===== config.mk =====
export PLATFORM = sky130hd
export DESIGN_NAME = tiny_cpu_sequencer
export DESIGN_NICKNAME = d
export VERILOG_FILES = /design/src/rtl/tiny_cpu_pkg.sv /design/src/rtl/seq_prog_mem.sv /design/src/rtl/tiny_cpu_sequencer.sv
export SDC_FILE = /design/constraint.sdc
export NUM_CORES = 1
export LEC_CHECK = 0
export ABC_CLOCK_PERIOD_IN_PS = 3300
export BUFFER_PORTS_ARGS = -buffer_cell sky130_fd_sc_hd__buf_2
export CAP_MARGIN = 0
export CORE_UTILIZATION = 48
export CTS_CLUSTER_DIAMETER = 40
export DETAILED_ROUTE_END_ITERATION = 10
export PLACE_DENSITY = 0.68
export REMOVE_ABC_BUFFERS = 1
export SLEW_MARGIN = 15
export SYNTH_ARGS = -nofsm -noshare
export SYNTH_HDL_FRONTEND = slang
export SYNTH_HIERARCHICAL = 1
export SYNTH_SLANG_ARGS = --single-unit

===== constraint.sdc =====
create_clock -name Clk -period 3.3 [get_ports Clk]
set_input_delay 0.66 -clock Clk [delete_from_list [all_inputs] [get_ports Clk]]
set_output_delay 0.66 -clock Clk [all_outputs]
set_load 0.03 [all_outputs]

===== src/rtl/tiny_cpu_pkg.sv =====
// Shared opcode constants, NOP word and sequencer FSM states for the TinyCpu slice.
package tiny_cpu_pkg;

  localparam logic [3:0] CLR  = 4'd0;
  localparam logic [3:0] WRA  = 4'd1;
  localparam logic [3:0] WRB  = 4'd2;
  localparam logic [3:0] MOVB = 4'd3;
  localparam logic [3:0] ADD  = 4'd4;
  localparam logic [3:0] SHR  = 4'd6;
  localparam logic [3:0] XOR  = 4'd9;
  localparam logic [3:0] CMP  = 4'd11;
  localparam logic [3:0] NOP  = 4'd15;

  localparam logic [11:0] NOP_WORD = 12'hF00;

  typedef enum logic [1:0] {
    IDLE   = 2'd0,
    ISSUE  = 2'd1,
    FINISH = 2'd2
  } seq_state_t;

endpackage


===== src/rtl/seq_prog_mem.sv =====
// Program store for the sequencer: one synchronous write port, one asynchronous read port.
module seq_prog_mem #(
  parameter int DEPTH = 16,
  parameter int IW    = 12,
  parameter int AW    = 4
) (
  input  logic          clk,
  input  logic          we,
  input  logic [AW-1:0] waddr,
  input  logic [IW-1:0] wdata,
  input  logic [AW-1:0] raddr,
  output logic [IW-1:0] rdata
);

  logic [IW-1:0] mem [DEPTH];

  always_ff @(posedge clk) begin
    if (we) mem[waddr] <= wdata;
  end

  assign rdata = mem[raddr];

endmodule


===== src/rtl/tiny_cpu_sequencer.sv =====
// Presents a stored program to TinyCpu, each word held for HOLD cycles.
// Define SEQ_LOOP_EN to add the Loop input that makes runs repeat instead of finishing.
module tiny_cpu_sequencer
  import tiny_cpu_pkg::*;
#(
  parameter int DEPTH = 16,
  parameter int IW    = 12,
  parameter int HOLD  = 4,
  localparam int AW   = $clog2(DEPTH),
  localparam int LW   = AW + 1
) (
  input  logic          Clk,
  input  logic          Reset,
  input  logic          LoadEn,
  input  logic [AW-1:0] LoadAddr,
  input  logic [IW-1:0] LoadData,
  input  logic          Start,
  input  logic [LW-1:0] Length,
`ifdef SEQ_LOOP_EN
  input  logic          Loop,
`endif
  output logic [IW-1:0] Instr,
  output logic          InstrValid,
  output logic [AW-1:0] Pc,
  output logic          Busy,
  output logic          Done
);

  localparam logic [7:0]    HOLD_LAST = 8'(HOLD - 1);
  localparam logic [LW-1:0] DEPTH_L   = LW'(DEPTH);
  localparam logic [IW-1:0] NOP_I     = IW'(NOP_WORD);

  seq_state_t    state, state_n;
  logic [7:0]    cnt, cnt_n;
  logic [LW-1:0] len, len_n;
  logic [AW-1:0] pc_n;
  logic [IW-1:0] instr_n;
  logic          vld_n, done_n;
  logic          mem_we, loop_en, last_hold, last_slot;
  logic [AW-1:0] rd_addr;
  logic [IW-1:0] rd_data, fetch;

`ifdef SEQ_LOOP_EN
  assign loop_en = Loop;
`else
  assign loop_en = 1'b0;
`endif

  assign mem_we    = LoadEn && (state == IDLE);
  assign last_hold = (cnt == HOLD_LAST);
  assign last_slot = ({1'b0, Pc} == (len - LW'(1)));
  // Next word to present: slot 0 on start or wrap, otherwise the following slot.
  assign rd_addr   = (state == ISSUE && !last_slot) ? Pc + AW'(1) : '0;
  // A write in the same cycle as Start must be visible to the first fetch.
  assign fetch     = (mem_we && LoadAddr == rd_addr) ? LoadData : rd_data;

  seq_prog_mem #(.DEPTH(DEPTH), .IW(IW), .AW(AW)) u_mem (
    .clk   (Clk),
    .we    (mem_we),
    .waddr (LoadAddr),
    .wdata (LoadData),
    .raddr (rd_addr),
    .rdata (rd_data)
  );

  always_ff @(posedge Clk or posedge Reset) begin
    if (Reset) state <= IDLE;
    else       state <= state_n;
  end

  always_comb begin
    state_n = state;
    cnt_n   = cnt;
    len_n   = len;
    pc_n    = Pc;
    instr_n = Instr;
    vld_n   = InstrValid;
    done_n  = 1'b0;
    case (state)
      IDLE: begin
        if (Start) begin
          len_n = (Length > DEPTH_L) ? DEPTH_L : Length;
          pc_n  = '0;
          cnt_n = '0;
          if (Length == '0) begin
            state_n = FINISH;
            done_n  = 1'b1;
          end else begin
            state_n = ISSUE;
            instr_n = fetch;
            vld_n   = 1'b1;
          end
        end
      end
      ISSUE: begin
        if (!last_hold) begin
          cnt_n = cnt + 8'd1;
        end else begin
          cnt_n = '0;
          if (!last_slot) begin
            pc_n    = Pc + AW'(1);
            instr_n = fetch;
          end else if (loop_en) begin
            pc_n    = '0;
            instr_n = fetch;
          end else begin
            state_n = FINISH;
            instr_n = NOP_I;
            vld_n   = 1'b0;
            done_n  = 1'b1;
          end
        end
      end
      FINISH:  state_n = IDLE;
      default: state_n = IDLE;
    endcase
  end

  always_ff @(posedge Clk or posedge Reset) begin
    if (Reset) begin
      cnt        <= '0;
      len        <= '0;
      Pc         <= '0;
      Instr      <= NOP_I;
      InstrValid <= 1'b0;
      Busy       <= 1'b0;
      Done       <= 1'b0;
    end else begin
      cnt        <= cnt_n;
      len        <= len_n;
      Pc         <= pc_n;
      Instr      <= instr_n;
      InstrValid <= vld_n;
      Busy       <= (state_n != IDLE);
      Done       <= done_n;
    end
  end

endmodule


==> reports/qor.json <==
{
  "via_per_inst": {"value": 6.06},
  "ys_top_cells_by_area": {"value": "sky130_fd_sc_hd__edfxtp_1 (62%), sky130_fd_sc_hd__dfrtp_1 (8.0%), sky130_fd_sc_hd__mux4_2 (8.0%)"},
  "setup.worst_path.start": {"value": "len[0]"},
  "clock.fmax": {"value": 0.307, "unit": "GHz"},
  "final_antenna_net_count": {"value": 0},
  "grt_max_degree": {"value": 35},
  "total_drc_errors_in_the_routed_layout": {"value": 0},
  "post_synth_most_frequent_cells": {"value": "sky130_fd_sc_hd__edfxtp_1 (192), sky130_fd_sc_hd__mux4_2 (33), sky130_fd_sc_hd__nand2_1 (31)"},
  "synth_edf_count": {"value": 192},
  "layout_cell_share_with_drive_strength_beyond_1": {"value": 31.3, "unit": "%"},
  "synth.cell_area": {"value": 0.00933, "unit": "mm2"},
  "yosysTopAreaCell": {"value": "sky130_fd_sc_hd__edfxtp_1"},
  "cell_count_final_fillers_out": {"value": 898},
  "async_flop_share": {"value": 15.0, "unit": "%"},
  "insertion_delay": {"value": 0.53, "unit": "ns"},
  "finalClockSkew": {"value": 0.0149, "unit": "ns"},
  "final_sum_of_negative_setup_slack": {"value": 0, "unit": "ns"},
  "initial_core_util": {"value": 49.4, "unit": "%"},
  "worstPathMaxFanout": {"value": 10},
  "synth.yosys.warnings": {"value": 6},
  "num_antenna_cells": {"value": 0},
  "timing_max_transition_violations_final": {"value": 0},
  "chipHeight": {"value": 141, "unit": "um"},
  "clk_pin_slew_worst_paths": {"value": 0.06, "unit": "ns"},
  "dp.cells": {"value": 834},
  "top_cell_type_s_share_of_synthesized_area": {"value": 61.8, "unit": "%"},
  "antenna_found_initial": {"value": 0},
  "globalplace.congestion": {"value": 0.824},
  "routed.top_layer": {"value": "met4"},
  "reg2reg_slack": {"value": 0.05, "unit": "ns"},
  "global_route_wire_length_before_repair": {"value": 32200, "unit": "um"},
  "critical_path_required_time": {"value": 3.76, "unit": "ns"},
  "layout.cell_area.non_filler": {"value": 0.0111, "unit": "mm2"},
  "final_min_period_over_clock_period": {"value": 98.6, "unit": "%"},
  "power_per_cell_area": {"value": 836, "unit": "mW/mm2"},
  "cts_tree": {"value": "built"},
  "hpwl": {"value": 13200, "unit": "um"},
  "slew_headroom": {"value": 55.2, "unit": "%"},
  "min_path_type": {"value": "in2async"},
  "drt_first_iter_violations": {"value": 442},
  "grt.total_usage": {"value": 21.9, "unit": "%"},
  "routed-via-count": {"value": 5438},
  "p_leak": {"value": 3.88, "unit": "nW"},
  "fin_nets": {"value": 644},
  "cts-root-to-sink-buffers": {"value": 3},
  "cts-htree-levels": {"value": 1},
  "routed-wl-met2": {"value": 10300, "unit": "um"},
  "critical_path.reg2reg.startpoint": {"value": "len[0]"},
  "worst_setup_path_endpoint": {"value": "Instr[11]"},
  "cap_viol_max_count": {"value": 0},
  "clockRootBuffer": {"value": "sky130_fd_sc_hd__clkbuf_16"},
  "final.min_clock_period": {"value": 3.25, "unit": "ns"},
  "most_common_cell_in_the_netlist": {"value": "sky130_fd_sc_hd__edfxtp_1"},
  "timing.rr.end": {"value": "Instr[11]"},
  "grt_overflow_total": {"value": 0},
  "grt_setup_unrepaired": {"value": "true"},
  "met3WireLength": {"value": 1500, "unit": "um"},
  "cts-buffers-inserted": {"value": 28},
  "critPathKind": {"value": "reg2reg"},
  "vdd.ir_drop.worst": {"value": 0.795, "unit": "mV"},
  "worstPathArrival": {"value": 3.71, "unit": "ns"},
  "timing.final.hold_violations": {"value": 0},
  "ys_seq_elements": {"value": 226},
  "worst-r2r-cell-count": {"value": 13},
  "start_kind": {"value": "flop"},
  "routed_wirelength": {"value": 21400, "unit": "um"},
  "detailedRoute.firstPassIterationCount": {"value": 5},
  "post_dp_cell_area": {"value": 0.0100, "unit": "mm2"},
  "postSynthAreaPerCell": {"value": 17.6, "unit": "um2"},
  "total_of_buffers_placed_on_input_and_output_ports": {"value": 43},
  "io_pins": {"value": 44},
  "routedWlPerCell": {"value": 23.8, "unit": "um"},
  "number_of_instances_in_the_synthesized_netlist": {"value": 529},
  "run_status": {"value": "finished, final reports clean"},
  "synth_seq_area_share": {"value": 70.9, "unit": "%"},
  "syn2layout_area_growth": {"value": 19.3, "unit": "%"},
  "worstMarginPinSlew": {"value": 0.672, "unit": "ns"},
  "setup_viol_count_final": {"value": 0},
  "yosys_most_used_dff": {"value": "sky130_fd_sc_hd__edfxtp_1"},
  "crit_path_end_kind": {"value": "flop"},
  "core_area": {"value": 0.0189, "unit": "mm2"},
  "via_count_of_the_first_global_routing_pass": {"value": 5456},
  "m1WireLength": {"value": 8800, "unit": "um"},
  "die-area": {"value": 0.0200, "unit": "mm2"},
  "clock_sinks": {"value": 226},
  "die_x": {"value": 141, "unit": "um"},
  "synthDistinctLibCells": {"value": 51},
  "row_count": {"value": 50}
}
==> power by group <==
part / total (mW) / switching [mW] / internal, mW
Sequential: 3.43 / 0.160 / 3.27
Clock: 2.99 / 1.18 / 1.81
Combinational: 2.89 / 1.56 / 1.34
Total: 9.31 / 2.90 / 6.41
==> metrics by stage <==
stage	hold slack, ns	util (%)	power, mW	setup slack [ns]
after floorplan	0.452	-	5.32	-2.56
after global placement	0.480	52.9	6.05	0.130
after detailed placement	0.483	52.9	6.12	-0.0249
after CTS	0.240	57.9	9.15	0.00190
after global routing	0.274	58.9	9.69	-0.0507
final	0.232	58.9	9.31	0.0457
==> sequential cells by signal, summed over array words and instances (netlist names) <==
name	flops
Instr	12
len	5
InstrValid	1
Pc	4
Busy	1
cnt	8
u_mem/mem	192
Done	1
state	2
==> layout make-up <==
cell class                 instances  area, um2
clock buffer                      37        766
clock inverter                    15        158
fill                            1421       7760
inverter                          12       45.0
multi-input combinational        265       2620
sequential                       226       6620
tap                              260        325
timing repair buffer              83        598
==> critical path, stage by stage (launching register included) <==
cell and delay (ns):
sky130_fd_sc_hd__dfrtp_1 0.42, sky130_fd_sc_hd__inv_2 0.06, sky130_fd_sc_hd__ha_4 0.27, sky130_fd_sc_hd__xor2_1 0.16, sky130_fd_sc_hd__nand2_1 0.12, sky130_fd_sc_hd__o41ai_4 0.50, sky130_fd_sc_hd__nor2_4 0.12, sky130_fd_sc_hd__buf_6 0.15
sky130_fd_sc_hd__buf_12 0.14, sky130_fd_sc_hd__mux4_2 0.44, sky130_fd_sc_hd__a22oi_2 0.23, sky130_fd_sc_hd__nand2_1 0.10, sky130_fd_sc_hd__o21a_1 0.13, sky130_fd_sc_hd__o32a_1 0.33
==> cells by family after synthesis <==
logic type               Yosys count  synth area share, %
adder cells (fa/ha/maj)            3                0.402
buffers and inverters             38                 2.25
XOR/XNOR                          10                0.938
flip-flops                       226                 70.9
multiplexers                      51                 12.5
AND/OR/NAND/NOR                  117                 6.33
AO/OA/AOI/OAI                     84                 6.58
==> layout by cell type, fill, tap and decap left out, drive strengths merged, types with 9 or more instances in the layout <==
master    n
edfxtp  192
buf      82
mux4     48
clkbuf   38
nand2    31
dfrtp    30
a22oi    24
nand3    23
o21ai    23
nor2     21
inv      16
nor3     12
nand2b   10
o211ai    9
==> routing by layer <==
metal  vias to the layer above  GRT usage (%)
li1                       2332              -
met1                      2805           29.6
met2                       252           36.1
met3                        49           3.61
met4                         0           8.09
met5                         -              0
==> timing repair <==
item | 4_1_cts | 5_1_grt
gates resized for setup | 7 | 17
hold endpoints to repair | 0 | 0
hold buffers | 0 | 0
endpoints found under the setup margin | 2 | 12
pin swaps | 2 | 7
gates cloned | 0 | 2
setup buffers | 0 | 10
==> how the worst min path moves through the flow <==
stage             end  slack [ns]    from  cells after the start
2_1_floorplan  cnt[7]        0.45  cnt[7]                      1
3_3_place_gp   cnt[7]        0.48  cnt[7]                      1
3_5_place_dp   cnt[7]        0.48  cnt[7]                      1
4_1_cts        len[2]        0.24   Reset                      3
5_1_grt        cnt[4]        0.27   Reset                      3
6_report       cnt[4]        0.23   Reset                      3
Note: power is estimated with default switching activity, not from simulation.
